**config.mk**
```make
export PLATFORM = sky130hd
export DESIGN_NAME = nibble_serial_compare_ctrl
export DESIGN_NICKNAME = d
export VERILOG_FILES = /design/src/rtl/nibble_serial_compare_ctrl.sv
export SDC_FILE = /design/constraint.sdc
export NUM_CORES = 1
export LEC_CHECK = 0
export BUFFER_PORTS_ARGS = -buffer_cell sky130_fd_sc_hd__buf_2
export CORE_ASPECT_RATIO = 1.5
export CORE_UTILIZATION = 40
export DETAILED_ROUTE_END_ITERATION = 16
export HOLD_SLACK_MARGIN = 0.03
export PLACE_DENSITY = 0.65
export SETUP_SLACK_MARGIN = 0.15
export SLEW_MARGIN = 20
export SYNTH_ARGS = -nofsm -noshare
export SYNTH_HDL_FRONTEND = slang
export SYNTH_SLANG_ARGS = --single-unit
```
**constraint.sdc**
```tcl
create_clock -name clk -period 2.8 [get_ports clk]
set_input_delay 0.14 -clock clk [delete_from_list [all_inputs] [get_ports clk]]
set_output_delay 0.14 -clock clk [all_outputs]
set_load 0.1 [all_outputs]
```
**src/rtl/nibble_serial_compare_ctrl.sv**
```systemverilog
// Serial magnitude comparator: one shared 4-bit slice walks the operands MS nibble first.
// Define SIGNED_CMP_EN for two's-complement operands (sign bit of the top nibble inverted).
module nibble_serial_compare_ctrl #(
  parameter int NIBBLES    = 4,
  parameter bit EARLY_EXIT = 1'b1
) (
  input  logic                 clk,
  input  logic                 rst_n,
  input  logic                 start,
  input  logic [4*NIBBLES-1:0] A,
  input  logic [4*NIBBLES-1:0] B,
  output logic                 busy,
  output logic                 done,
  output logic                 EQ,
  output logic                 ALB,
  output logic                 AGB,
  output logic [4:0]           CNT
);

  localparam int        W       = 4 * NIBBLES;
  localparam logic [3:0] TOP_IDX = 4'(NIBBLES - 1);

  typedef enum logic [1:0] {IDLE, CMP, DONE} state_t;

  state_t       state_reg;
  logic [W-1:0] a_reg;
  logic [W-1:0] b_reg;
  logic [3:0]   idx_reg;
  logic         decided_reg;
  logic         dec_alb_reg;

  logic [3:0] a_nib;
  logic [3:0] b_nib;
  logic       slice_eq;
  logic       slice_alb;
  logic       decided_next;
  logic       dec_alb_next;
  logic       finish;

  // Nibble select for the shared slice.
  always_comb begin
    a_nib = 4'd0;
    b_nib = 4'd0;
    for (int i = 0; i < NIBBLES; i++) begin
      if (idx_reg == 4'(i)) begin
        a_nib = a_reg[4*i +: 4];
        b_nib = b_reg[4*i +: 4];
      end
    end
`ifdef SIGNED_CMP_EN
    // Flipping both sign bits maps two's complement onto unsigned ordering.
    if (idx_reg == TOP_IDX) begin
      a_nib[3] = ~a_nib[3];
      b_nib[3] = ~b_nib[3];
    end
`endif
  end

  assign slice_eq  = (a_nib == b_nib);
  assign slice_alb = (a_nib < b_nib);

  // The first unequal nibble decides; later nibbles never override it.
  assign decided_next = decided_reg | ~slice_eq;
  assign dec_alb_next = decided_reg ? dec_alb_reg : slice_alb;
  assign finish       = (idx_reg == 4'd0) || (EARLY_EXIT && !slice_eq && !decided_reg);

  always_ff @(posedge clk or negedge rst_n) begin
    if (!rst_n) begin
      state_reg   <= IDLE;
      a_reg       <= '0;
      b_reg       <= '0;
      idx_reg     <= 4'd0;
      decided_reg <= 1'b0;
      dec_alb_reg <= 1'b0;
      busy        <= 1'b0;
      done        <= 1'b0;
      EQ          <= 1'b0;
      ALB         <= 1'b0;
      AGB         <= 1'b0;
      CNT         <= 5'd0;
    end else begin
      case (state_reg)
        IDLE: begin
          done <= 1'b0;
          if (start) begin
            a_reg       <= A;
            b_reg       <= B;
            idx_reg     <= TOP_IDX;
            decided_reg <= 1'b0;
            dec_alb_reg <= 1'b0;
            EQ          <= 1'b0;
            ALB         <= 1'b0;
            AGB         <= 1'b0;
            CNT         <= 5'd0;
            busy        <= 1'b1;
            state_reg   <= CMP;
          end
        end
        CMP: begin
          CNT         <= CNT + 5'd1;
          decided_reg <= decided_next;
          dec_alb_reg <= dec_alb_next;
          if (finish) begin
            EQ        <= ~decided_next;
            ALB       <= decided_next & dec_alb_next;
            AGB       <= decided_next & ~dec_alb_next;
            done      <= 1'b1;
            state_reg <= DONE;
          end else begin
            idx_reg <= idx_reg - 4'd1;
          end
        end
        DONE: begin
          done      <= 1'b0;
          busy      <= 1'b0;
          state_reg <= IDLE;
        end
        default: begin
          done      <= 1'b0;
          busy      <= 1'b0;
          state_reg <= IDLE;
        end
      endcase
    end
  end

endmodule

```
; Word-level counts from Yosys, hierarchy flattened
; Cells that the tools add are included.
[word_totals]
regBits = 50
inputBits = 35
out_inout_bits = 10
word_cells = 73
[classes]
addsub = 2
magnitude_cmp = 1
n_eq_ne = 8
n_mux = 30
n_bitwise = 7
n_reduce_logical = 13
[op_table]
columns = cell, n
row1 = two-way mux 4 bit, 10
row2 = one-hot mux 1 bit (2 select lines), 6
row3 = one-hot mux 5 bit (2 select lines), 1
row4 = equality test 4 x 2 -> 1 bit (second input constant), 2
row5 = two-way mux 1 bit, 8
row6 = one-hot mux 4 bit (2 select lines), 1
row7 = AND reduction 2 bit, 4
row8 = inequality test 2 bit (second input constant), 3
row9 = AND reduction 3 bit, 2
row10 = adder 5 x 1 -> 5 bit (second input constant), 1
row11 = two-way mux 5 bit, 1
row12 = equality test 4 x 1 -> 1 bit (second input constant), 1
row13 = equality test 4 bit, 1
row14 = logical NOT 4 bit, 1
row15 = less-than comparator 4 bit, 1
row16 = two-way mux 2 bit, 2
row17 = NOT 1 bit, 4
row18 = one-hot mux 2 bit (2 select lines), 1
row19 = subtractor 4 x 1 -> 4 bit (second input constant), 1
row20 = bitwise AND 1 bit, 2
row21 = equality test 2 x 1 -> 1 bit (second input constant), 1
row22 = logical NOT 1 bit, 2
row23 = logical NOT 2 bit, 1
row24 = nonzero test 2 bit, 1
row25 = 3 further kinds, 3

; Longest topological paths before layout
[depth]
depth_word = 11
ltp_mapped = 13
depth_no_buf = 11

; Least setup slack after synthesis
; OpenSTA, ideal clock, no wires.
[synth_path]
kind = register to register
startpoint = register idx_reg[0]
endpoint = register ALB
setup_ns = 0.110
t_arrival_ns = 2.554
required_ns = 2.690
setup_slack_ns = 0.136
stages_incl_launch_ff = 13
n_path_buf = 1
period_less_slack_ns = 2.664
path_cell_list = dfrtp_1 inv_1 ha_1 nor4b_4 a221oi_1 nor3_1 a21oi_1 ha_1 nand4_2 a221oi_4 buf_6 o21ai_0 o41ai_1
[synth_between]
elab_chain_len = 11
word_cells_on_any_way = 25
classes_between = 1 x order compare / 5 x eq/ne / 11 x mux / 3 x bitwise / 5 x reduce/logical
[synth_rtl]
columns = item, line_no
row1 = from (decl), 28  ; logic [3:0] idx_reg;
row2 = from (signal assigned), 110  ; idx_reg <= idx_reg - 4'd1;
row3 = "parallel branches: the longest is 11 deep, another holds less-than comparator 4 bit", -
row4 = to (signal assigned), 105  ; ALB <= decided_next & dec_alb_next;
row5 = to (decl), 15  ; output logic ALB,
; Parallel ways; which one is timed is not known. The select of a mux whose other input is x is not followed.
; A chain may end at the register's enable or synchronous reset.

; Worst setup path after layout
[layout_path]
startpoint = register idx_reg[0]
endpoint = register idx_reg[3]
[layout_between]
elab_chain_len = 11
word_cells_on_any_way = 21
classes_between = 1 x add/sub / 5 x eq/ne / 10 x mux / 5 x reduce/logical
[layout_rtl]
columns = item, line_no
row1 = logical NOT 4 bit, "45, 65"
row2 = two-way mux 4 bit (4 in a row), 45  ; if (idx_reg == 4'(i)) begin
row3 = equality test 4 bit, 59  ; assign slice_eq = (a_nib == b_nib);
row4 = logical NOT 1 bit, 65  ; assign finish = (idx_reg == 4'd0) || (EARLY_EXIT && !slice_eq && !decided_reg);
row5 = logical AND 1 bit, 65
row6 = logical OR 1 bit, 65
row7 = inequality test 2 bit (no source line), -
row8 = AND reduction 3 bit (no source line), -
; Parallel ways exist; a longest one is shown, timed or not. The select of a mux whose other input is x is not followed.

==> key figures <==
Setup path
  – Crit. End Element: flip-flop
  – Worst Path Max Fanout: 6
  – Crit-path slowest cell: dfrtp_1
  – R2R cell count: 13
  – Crit Reg-Reg Endpoint: idx_reg[3]
  – Reg2Reg Setup Slack: -0.09 ns
  – Setup CP Type: reg2reg
  – Reg2reg start: idx_reg[0]
  – Worst path arrival time: about 3 ns
  – Crit-path most repeated cell: buf_6
  – Crit-path cells: buf_6 -> ha_4 -> nor4b_4 -> buf_4 -> a221oi_2 -> nor3_1 -> a21oi_1 -> ha_1 -> nand4_4 -> a221oi_4 -> buf_6 -> nand2_4 -> mux2i_1
  – Critical Path Max Stage Delay: just over 0.4 ns
  – Crit start category: flip-flop
  – CP required: between 2 and 3 ns

Power and ir drop
  – Pwr Density: 1170 nW/um^2
  – VDD IR-drop max: about 470 uV
  – Leakage power: about 1.7 nW

Clock tree
  – Worst-case clock buffer depth: 2
  – Clk Latency, worst-skew pair: about 0.30 ns
  – Num Clock Sinks: 50
  – Clock root cell: clkbuf_8
  – Num CTS Buffers: 5
  – CTS H-tree lvls: 2
  – CTS tree: built
  – Clk slew on worst S/H paths: ~0.080 ns

Global route
  – First-pass GRT wire length: a little over 9000 um
  – Largest net degree at the start of global routing: just over 50
  – GRT Util Overall: 18.4%
  – Grt ovf: 0
  – Vias in the first global route: between 2,000 and 2,500
  – Initial antenna violation count: 0

Floorplan
  – DIE AREA: between 6000 and 7000 um^2
  – Die Width: 65.5 um
  – Core ar.: 5830 um^2
  – # rows: 34
  – I/O pin count: 45
  – Effective utilization at floorplan: ~41%
  – Die height: about 97 um

Yosys
  – Adder-cell share of the synthesized area: between 4 and 5%
  – Ys Warns: 0
  – Simple-gate share of the synthesized area: about a quarter
  – Synth Area per Inst: between 9 and 10 um^2
  – Mapped cell area: around 2400 um^2
  – Cell variety after synth: 39
  – XOR/XNOR share of the synthesized area: less than 1%
  – Dominant synthesized flop cell: dfrtp_1
  – Post-synthesis sequential area ratio: 51.8%
  – Post-synth EDFFs: 0
  – Syn Nets: 308
  – Compound-gate portion of the synthesized area: 12.1%
  – Async set-reset flop share out of synthesis: 100%
  – Synthesized instance count: roughly 260
  – Yosys reg bits: 50
  – Largest family of logic cells by synthesized area: simple AND/OR/NAND/NOR gates
  – Multiplexer share of the synthesized area: 0.828%

Placement
  – PortBufs: between 40 and 50
  – Setup WS pre-CTS: -0.120 ns
  – Routability congestion estimate: 0.717
  – Placed instance area: roughly 2800 um^2
  – Post-DP HPWL: ~3700 um
  – Placed cells: between 300 and 400

Detailed routing
  – DR iter-0 viols: 93
  – M1 WL: 2380 um
  – Final WL: roughly 5400 um
  – Post-route ant nets: 0
  – Vias per cell: 4.92
  – Vias: 2,075
  – DR pass1 iterations: 4
  – Max layer used: met4
  – WL met3: 121 um
  – # DRC: 0
  – Routed wl met2: roughly 2900 um
  – Routed len/inst: around 13 um

Final layout
  – Non-Filler Instances: around 420
  – Antenna diodes: 0
  – Fin util: a little under three fifths
  – Syn-to-layout area delta: 36.7%
  – Layout fillers: 530
  – Share of cells above drive strength 1: about 27%
  – Commonest cells after routing, fill and taps aside: 109 x nand2_1, 48 x dfrtp_1, 43 x buf_2, 27 x dlygate4sd3_1, 18 x buf_4
  – Design area: about 3300 um^2
  – Commonest non-fill, non-tap cell in the layout: nand2_1
  – Fin nets: around 390

Timing
  – Final min period: slightly below 3 ns
  – Fmax: ~350 MHz
  – Final Hold Fails: 0
  – Rel. slew slack: 58.2%
  – Final worst slack: -0.0944 ns
  – Slew Limit Fails: 0
  – Final Setup Violations: 7
  – RSZ-0062 raised after global routing: yes
  – Slew @ Worst Pin: around 0.63 ns
  – Period utilization: 103%
  – Final Skew: 0.00315 ns

Outcome
  – Run status: complete, but fails checks
  – Violated checks: setup timing

Worst hold path
  – Worst min path class: in2reg
  – Hold Path End: b_reg[5]
  – Worst Hold Path Cells: 3
  – Hold Crit Start: B[5]

Flow run
  – Max-Cap Viols: 0
power breakdown:
group	leakage, nW	total (mW)	internal [mW]	switching (mW)
combinational	1.00	2.09	0.836	1.25
clock	0.0573	0.516	0.286	0.230
sequential	0.624	1.25	1.03	0.225
total	1.68	3.86	2.15	1.71
critical path, delay by kind of cell, from the launching register on:
family          cells  cell delay [ns]
fa+ha+maj           2             0.52
simple gates        4             0.70
buf+inv             3             0.49
flops               1             0.41
compound gates      3             0.52
mux                 1             0.11
synthesized netlist by cell type (2+ instances only):
cell	instances	area share (%)
a221o_1	4	1.7
buf_6	2	0.93
and2_1	2	0.52
nand2b_1	2	0.52
mux2i_1	2	0.83
dfrtp_1	50	52
o21ai_1	8	1.7
nor3b_2	2	1.0
clkbuf_1	3	0.47
o21ai_0	8	1.7
ha_1	9	4.7
nor3_1	8	1.7
nand2_1	109	17
a22o_1	2	0.72
a221oi_1	4	1.4
nand4_1	2	0.52
xor2_1	2	0.72
nor2_1	10	1.6
a21oi_1	6	1.2
inv_1	4	0.62
nor2b_1	2	0.52
buf_2	6	1.2
metrics by stage:
stage / power, mW / hold slack, ns / setup TNS [ns]
2_1_floorplan: 2.54 / -0.156 / 0
3_3_place_gp: 2.99 / 0.331 / -0.0649
3_5_place_dp: 3.04 / 0.331 / -0.344
4_1_cts: 3.68 / 0.0311 / 0
5_1_grt: 4.14 / 0.0319 / -1.26
6_report: 3.86 / 0.0317 / -0.374
area by class of cell:
class | instances | area [um^2] | area share, %
clock buffers | 6 | 82.6 | 2.50
clock inverters | 1 | 30.0 | 0.908
inverters | 4 | 15.0 | 0.454
multi-input cells | 197 | 1170 | 35.4
flip-flops and latches | 50 | 1250 | 37.9
well taps | 72 | 90.1 | 2.73
repair buffers | 92 | 666 | 20.1
metal layers:
layer,global-route usage (%),up-vias
li1,-,1044
met1,24.1,989
met2,30.8,36
met3,2.82,6
met4,5.02,0
met5,0,-
worst max path at each step:
stage	startpoint	end	slack, ns	depth (start not counted)
global placement	idx_reg[1]	ALB	-0.03	12
finish	idx_reg[0]	idx_reg[3]	-0.09	13
CTS	idx_reg[0]	idx_reg[3]	0.005	13
global route	idx_reg[0]	idx_reg[1]	-0.20	13
detailed placement	idx_reg[1]	ALB	-0.12	12
floorplan	idx_reg[1]	ALB	0.16	12
kinds of logic after synthesis:
family / Yosys count
AOI/OAI and AO/OA: 41
xor gates and xnor gates: 2
adders and majority gates: 9
DFF: 50
muxes: 2
and+or+nand+nor: 143
buffers and inverters: 17
timing repair:
item	4_1_cts	5_1_grt
gates cloned	0	0
setup buffers	2	6
gates resized for setup	10	12
endpoints found under the hold margin	26	50
hold buffers	26	1
endpoints found under the setup margin	10	11
pin swaps	16	14
(Power assumes the default switching activity.)
